`config.mk`:
```
export PLATFORM = sky130hd
export DESIGN_NAME = key_conditioner
export DESIGN_NICKNAME = d
export VERILOG_FILES = /design/src/rtl/key_conditioner_pkg.sv /design/src/rtl/key_conditioner_sync_2ff.sv /design/src/rtl/key_conditioner.sv
export SDC_FILE = /design/constraint.sdc
export NUM_CORES = 1
export LEC_CHECK = 0
export CORE_UTILIZATION = 53
export CTS_CLUSTER_DIAMETER = 150
export DETAILED_ROUTE_END_ITERATION = 6
export PLACE_DENSITY = 0.7
export SLEW_MARGIN = 30
export SYNTH_ARGS = -nofsm -noshare
export SYNTH_HDL_FRONTEND = slang
export SYNTH_SLANG_ARGS = --single-unit
```
`constraint.sdc`:
```
create_clock -name clk_i -period 2.78 [get_ports clk_i]
set_input_delay 0.278 -clock clk_i [delete_from_list [all_inputs] [get_ports clk_i]]
set_output_delay 0.278 -clock clk_i [all_outputs]
set_load 0.05 [all_outputs]
```
`src/rtl/key_conditioner_pkg.sv`:
```
// Shared types and timing constants for the push-button front-end.
// Holds the FSM state encoding, board and simulation timing sets, and a width helper.
package key_conditioner_pkg;

  typedef enum logic [1:0] {
    IDLE     = 2'd0,
    DB_PRESS = 2'd1,
    HELD     = 2'd2,
    DB_REL   = 2'd3
  } key_state_t;

  // 100 MHz board timing: 10 ms debounce, 500 ms hold, 100 ms repeat period
  localparam int DEF_DEB_CYCLES  = 1000000;
  localparam int DEF_HOLD_CYCLES = 50000000;
  localparam int DEF_RPT_CYCLES  = 10000000;

  localparam int SIM_DEB_CYCLES  = 4;
  localparam int SIM_HOLD_CYCLES = 10;
  localparam int SIM_RPT_CYCLES  = 3;

  function automatic int max_int(input int a, input int b);
    return (a > b) ? a : b;
  endfunction

endpackage

```
`src/rtl/key_conditioner_sync_2ff.sv`:
```
// Generic two-flop synchronizer for asynchronous level inputs (keys, switches).
// Both stages clear on the synchronous reset.
module sync_2ff #(
  parameter int WIDTH = 1
) (
  input  logic             clk_i,
  input  logic             rst_i,
  input  logic [WIDTH-1:0] d_i,
  output logic [WIDTH-1:0] q_o
);

  logic [WIDTH-1:0] r_meta;
  logic [WIDTH-1:0] r_sync;

  always_ff @(posedge clk_i) begin
    if (rst_i) begin
      r_meta <= '0;
      r_sync <= '0;
    end else begin
      r_meta <= d_i;
      r_sync <= r_meta;
    end
  end

  assign q_o = r_sync;

endmodule

```
`src/rtl/key_conditioner.sv`:
```
// Push-button conditioner: synchronizer, debounce FSM and hold-to-auto-repeat.
// Produces a debounced level plus one-cycle press, release and repeat strobes.
module key_conditioner
  import key_conditioner_pkg::*;
#(
  parameter int DEB_CYCLES  = DEF_DEB_CYCLES,
  parameter int HOLD_CYCLES = DEF_HOLD_CYCLES,
  parameter int RPT_CYCLES  = DEF_RPT_CYCLES,
  parameter int RPT_EN      = 1
) (
  input  logic clk_i,
  input  logic rst_i,
  input  logic btn_i,
  output logic lvl_o,
  output logic ondn_o,
  output logic onup_o,
  output logic rpt_o
);

  localparam int DEB_W = $clog2(DEB_CYCLES + 1);
  localparam logic [DEB_W-1:0] DEB_LAST = DEB_W'(DEB_CYCLES - 1);

  logic       w_btn_s;
  key_state_t r_state;
  logic [DEB_W-1:0] r_deb_cnt;
  logic       r_lvl;
  logic       r_ondn;
  logic       r_onup;

  sync_2ff #(.WIDTH(1)) u_sync (
    .clk_i (clk_i),
    .rst_i (rst_i),
    .d_i   (btn_i),
    .q_o   (w_btn_s)
  );

  always_ff @(posedge clk_i) begin
    if (rst_i) begin
      r_state   <= IDLE;
      r_deb_cnt <= '0;
      r_lvl     <= 1'b0;
      r_ondn    <= 1'b0;
      r_onup    <= 1'b0;
    end else begin
      r_ondn <= 1'b0;
      r_onup <= 1'b0;
      case (r_state)
        IDLE: begin
          if (w_btn_s) begin
            r_state   <= DB_PRESS;
            r_deb_cnt <= '0;
          end
        end
        DB_PRESS: begin
          if (!w_btn_s) begin
            r_state   <= IDLE;
            r_deb_cnt <= '0;
          end else if (r_deb_cnt == DEB_LAST) begin
            r_state   <= HELD;
            r_deb_cnt <= '0;
            r_lvl     <= 1'b1;
            r_ondn    <= 1'b1;
          end else begin
            r_deb_cnt <= r_deb_cnt + DEB_W'(1);
          end
        end
        HELD: begin
          if (!w_btn_s) begin
            r_state   <= DB_REL;
            r_deb_cnt <= '0;
          end
        end
        DB_REL: begin
          if (w_btn_s) begin
            r_state   <= HELD;
            r_deb_cnt <= '0;
          end else if (r_deb_cnt == DEB_LAST) begin
            r_state   <= IDLE;
            r_deb_cnt <= '0;
            r_lvl     <= 1'b0;
            r_onup    <= 1'b1;
          end else begin
            r_deb_cnt <= r_deb_cnt + DEB_W'(1);
          end
        end
        default: begin
          r_state   <= IDLE;
          r_deb_cnt <= '0;
        end
      endcase
    end
  end

  generate
    if (RPT_EN != 0) begin : g_rpt
      localparam int HOLD_W = $clog2(max_int(HOLD_CYCLES, RPT_CYCLES) + 1);
      localparam logic [HOLD_W-1:0] HOLD_LAST = HOLD_W'(HOLD_CYCLES - 1);
      localparam logic [HOLD_W-1:0] RPT_LAST  = HOLD_W'(RPT_CYCLES - 1);

      logic              w_enter_held;
      logic [HOLD_W-1:0] w_limit;
      logic [HOLD_W-1:0] r_hold_cnt;
      logic              r_first;
      logic              r_rpt;

      assign w_enter_held = (r_state == DB_PRESS) && w_btn_s && (r_deb_cnt == DEB_LAST);
      assign w_limit      = r_first ? HOLD_LAST : RPT_LAST;

      // A due pulse on a cycle that is leaving HELD is deferred, not dropped,
      // so rpt_o is never seen in DB_REL and the count never wraps.
      always_ff @(posedge clk_i) begin
        if (rst_i) begin
          r_hold_cnt <= '0;
          r_first    <= 1'b1;
          r_rpt      <= 1'b0;
        end else begin
          r_rpt <= 1'b0;
          if (w_enter_held) begin
            r_hold_cnt <= '0;
            r_first    <= 1'b1;
          end else if (r_state == HELD) begin
            if (r_hold_cnt == w_limit) begin
              if (w_btn_s) begin
                r_rpt      <= 1'b1;
                r_hold_cnt <= '0;
                r_first    <= 1'b0;
              end
            end else begin
              r_hold_cnt <= r_hold_cnt + HOLD_W'(1);
            end
          end
        end
      end

      assign rpt_o = r_rpt;
    end else begin : g_no_rpt
      assign rpt_o = 1'b0;
    end
  endgenerate

  assign lvl_o  = r_lvl;
  assign ondn_o = r_ondn;
  assign onup_o = r_onup;

endmodule

```
# --- After elaboration in Yosys (flattened, before gate mapping) ---
# Index checks and enable logic that the tools add are counted.
# Widths: inputs -> output; s select.
op_classes:
  add_sub_neg: 2
  n_eq_ne: 14
  muxes: 23
  bitwise_logic: 5
  reduce_logical: 13
ops:
  columns: ["op", "n"]
  rows:
  - ["$mux 20", 5]
  - ["$pmux 20 s4", 1]
  - ["$mux 26", 3]
  - ["$add 26x1->26 const B", 1]
  - ["$eq 26x26->1", 1]
  - ["$add 20x1->20 const B", 1]
  - ["$eq 20x20->1 const B", 1]
  - ["$mux 2", 6]
  - ["$ne 2x2->1 const B", 4]
  - ["$pmux 2 s4", 1]
  - ["$mux 1", 6]
  - ["$ne 2x1->1 const B", 3]
  - ["$reduce_or 3->1", 2]
  - ["$not 1->1", 5]
  - ["$reduce_and 5->1", 1]
  - ["$eq 2x2->1 const B", 2]
  - ["$reduce_and 2->1", 2]
  - ["$reduce_and 4->1", 1]
  - ["$reduce_or 4->1", 1]
  - ["$ne 3x2->1 const B", 1]
  - ["$ne 3x3->1 const B", 1]
  - ["$reduce_and 3->1", 1]
  - ["$eq 2x1->1 const B", 1]
  - ["$logic_and 1x1->1", 2]
  - ["other kinds (4)", 4]
word_totals:
  regBits: 55
  out_inout_bits: 4

# --- Longest topological paths before layout ---
depth:
  word_depth: 4
  depth_mapped: 8
  mapped_depth_nobuf: 6

# --- By module ---
# A second synthesis with hierarchy kept.
unflattened:
  hier_cells: 340
  hier_area_um2: 2835.2
by_module_without_submodules:
  columns: ["module", "instances", "cells_each", "area_per_inst_um2", "seq_area_each_um2"]
  rows:
  - ["key_conditioner", 1, 336, 2782.7, 1061.0]
  - ["sync_2ff", 1, 4, 52.6, 40.0]

# --- Least setup slack after synthesis ---
# No wires, ideal clock.
synth_timing:
  kind: "flip-flop to flip-flop"
  startpoint: "register g_rpt.r_hold_cnt[8]"
  endpoint: "register g_rpt.r_hold_cnt[16]"
  setup_ps: 125
  arrival_ps: 2165
  setup_slack_ps: 490
  stages_incl_launch_ff: 7
  path_buffers: 1
  synth_period_minus_slack_ps: 2290
  cell_sequence: "dfxtp_1 > or4b_1 > or4_4 > a2111oi_4 > buf_4 > or4_1 > a21oi_1"
synth_between:
  elab_chain_len: 3
  word_cells_on_any_way: 5
synth_lines:
  columns: ["item", "line", "source"]
  rows:
  - ["start: declaration", "key_conditioner.sv:102", "logic [HOLD_W-1:0] r_hold_cnt;"]
  - ["start signal: assignment", "key_conditioner.sv:129", "r_hold_cnt <= r_hold_cnt + HOLD_W'(1);"]
  - ["branches (longest 3 deep; another with $add 26x1->26)", null, null]
# Several ways; the timed one is not identified.
# A chain may end at the register's enable or synchronous reset.

# --- Worst setup path after layout ---
layout_timing:
  startpoint: "register g_rpt.r_hold_cnt[8]"
  endpoint: "register g_rpt.r_hold_cnt[6]"
layout_between:
  elab_chain_len: 3
  word_cells_on_any_way: 4
layout_lines:
  columns: ["item", "line", "source"]
  rows:
  - ["$eq 26x26->1 *", "key_conditioner.sv:122", "if (r_hold_cnt == w_limit) begin"]
  - ["$ne 2x1->1 (no source line)", null, null]
  - ["$reduce_and 2->1 (no source line)", null, null]
# Mark *: on every way between the ends. The rest lies on a longest branch, timed or not.

==> metrics.cfg <==
[outcome]
run_status=completed

[logic_synthesis]
async_flop_share_pct=0
synth_compound_area_share_pct=17.3
ys_seq_area_share_pct=39.7
syn_avg_cell_area_um2=8.29
ys_seq_elements=55
synthesis.area_mm2=0.00278
synth_top_family_by_area=simple AND/OR/NAND/NOR gates
ys_top_cells_by_area=dfxtp_1, a21oi_1, nand2_1
yosys.area.top_type_share_pct=39.7
synth_xor_area_share_pct=4.10
yosysWarnings=0
synth_edf_count=0
synth_top_area_cell=dfxtp_1
netlist_instances=335
syn_nets=340
synthSimpleGateAreaFrac_pct=31.9
synth_mux_area_share_pct=1.80
synth.distinct_cells=42
synth_fa_ha_area_share_pct=0.901
synth_flop_cell=dfxtp_1

[sta]
fin_crit_sh_pct=87.7
worst_slew_pin_slew_ns=0.631
slew_viol_final=0
fin_tns_setup_ns=0
relSlewSlack_pct=57.5
rsz0062_at_grt=false
final.min_clock_period_ns=2.44
max_freq_ghz=0.410
setup_viol=0
skew_ns=0.00801
hold_viol=0

[floorplanning]
core.rowCount=25
start_util_pct=56.9
design.core.area_mm2=0.00488
fp.dieW_um=74.4
pin_count=7
die-area_mm2=0.00553
die_y_um=74.4

[clocking]
post_cts_buffers=0
post_cts_resized=0
root_buffer=clkbuf_8
cts_tree=built
cts_buffers=5
htree_levels=2
clock_latency_ns=0.30
clockBufferDepth=2
clock-sinks=55
clk_pin_slew_ns=0.09
hold_buffers=0

[finish]
finalInstanceArea_mm2=0.00297
layout_common_cells=dfxtp_1, a21oi_1, nand2_1
final_nets=343
syn_to_final_growth_pct=7.03
layout_commonest_cell=dfxtp_1
drive_above_1_share_pct=5.31
antenna_cells=0

[pwr]
power_frac_seq_pct=63.1
swShare_pct=22.0
power_density_mw_per_mm2=424
ir_drop_v=0.000243
p_switching_mw=0.276
pwr-share-clk_pct=33.6
p_comb_share_pct=3.3
p_int_mw=0.983
p_leak_nw=0.889

[global_route]
grt.total_usage_pct=22.2
overflow=0
grt_pass1_vias=2036
grt_start_max_net_pins=33
antenna_found_initial=0
grt_first_pass_wirelength_um=9590

[detailed_routing]
vias=2482
wirelength_um=5900
ant_nets=0
drt_iter0_drc=193
drc=0
viasPerCell=6.11
avgRoutedWirePerCell_um=14.5
firstDrtPassIters=4

[critical_path]
cp-start-kind=register
cp-end-kind=register
r2r-end=g_rpt.r_hold_cnt[6]
crit_type=register to register
critical_path.max_fanout=20
crit_arrival_ns=2.63
reg2reg_from=g_rpt.r_hold_cnt[8]
r2r_cells=6
required_ns=2.98
reg2reg_slack_ns=0.34

[worst_hold_path]
min_path_cells=1
hold_path.class=register to register
min_from=u_sync.r_meta
worstHoldEndpoint=u_sync.q_o

[placement]
io_buffers=6
place_area_mm2=0.00289
post-dp-hpwl_um=4100
place.gp.congestion=0.814

[run]
max_cap_violations=0

==> how the worst max path moves through the flow <==
stage,cells after the start,slack (ns),endpoint,startpoint
floorplan,6,0.49,g_rpt.r_hold_cnt[16],g_rpt.r_hold_cnt[8]
global placement,6,0.45,g_rpt.r_hold_cnt[19],g_rpt.r_hold_cnt[8]
detailed placement,6,0.37,g_rpt.r_hold_cnt[2],g_rpt.r_hold_cnt[8]
CTS,6,0.35,g_rpt.r_hold_cnt[8],g_rpt.r_hold_cnt[8]
global route,6,0.24,g_rpt.r_hold_cnt[7],g_rpt.r_hold_cnt[8]
finish,6,0.34,g_rpt.r_hold_cnt[6],g_rpt.r_hold_cnt[8]
==> cells by family (layout without fill, tap and decap cells) <==
logic type | after synthesis | in the layout
AOI/OAI and AO/OA | 79 | 79
buffers and inverters | 24 | 28
adders and majority gates | 2 | 2
xor gates and xnor gates | 13 | 13
and+or+nand+nor | 157 | 157
muxes | 5 | 5
DFF | 55 | 55
==> through the flow <==
step | std cells | setup WS, ns | util [%] | total power, mW | hold slack [ns]
floorplan | 335 | 0.490 | - | 0.841 | 0.406
global placement | 398 | 0.452 | 59.2 | 0.854 | 0.421
detailed placement | 398 | 0.373 | 59.2 | 0.855 | 0.427
CTS | 406 | 0.355 | 60.9 | 1.28 | 0.444
global route | 406 | 0.241 | 60.9 | 1.31 | 0.459
finish | 406 | 0.343 | 60.9 | 1.26 | 0.438
==> cell usage after synthesis (7+ instances only) <==
library cell and n:
clkbuf_1 11, nor4_1 9, nand2b_1 7, nand3_1 20, or4_1 10, o31ai_1 7
dfxtp_1 55, and4_1 7, nand4_1 15, nand2_1 27, nor2_1 22, xnor2_1 8
a21oi_1 32, o21ai_1 13, or3_1 10, a31oi_1 15
==> state kept, by name, indices dropped and copies added (netlist names), named ones only <==
register and count:
u_sync.q_o 1, onup_o 1, rpt_o 1, r_deb_cnt 20, lvl_o 1, u_sync.r_meta 1
ondn_o 1, r_state 1, g_rpt.r_hold_cnt 26, g_rpt.r_first 1
==> routing by layer <==
layer | up-vias | part of all wire (%) | GRT usage (%)
li1 | 1262 | - | -
met2 | 49 | 44 | 31.6
met1 | 1166 | 51 | 33.7
met4 | 0 | 1.2 | 8.18
met5 | - | 0 | 0
met3 | 5 | 4.0 | 2.98
==> power by group through the flow <==
stage / Combinational [mW] / Sequential, mW / Clock, mW
6_report: 0.0416 / 0.794 / 0.423
5_1_grt: 0.0447 / 0.795 / 0.466
4_1_cts: 0.0423 / 0.794 / 0.439
3_5_place_dp: 0.0418 / 0.813 / 0
3_3_place_gp: 0.0414 / 0.812 / 0
2_1_floorplan: 0.0260 / 0.815 / 0
==> area by class of cell <==
cell class                 count  area [um2]
tap                           67        83.8
timing repair buffer          15         128
multi-input combinational    256        1560
inverter                       5        18.8
clock inverter                 1        5.00
fill                         468        1910
sequential                    55        1100
clock buffer                   7        76.3
==> critical path, stage by stage (launching register included) <==
cell and delay (ns):
dfxtp_1 0.39, or4b_1 0.55, or4_4 0.54, a2111oi_4 0.36
buf_4 0.28, or4_1 0.14, a21oi_1 0.06
Power figures use the tool's default switching activity.
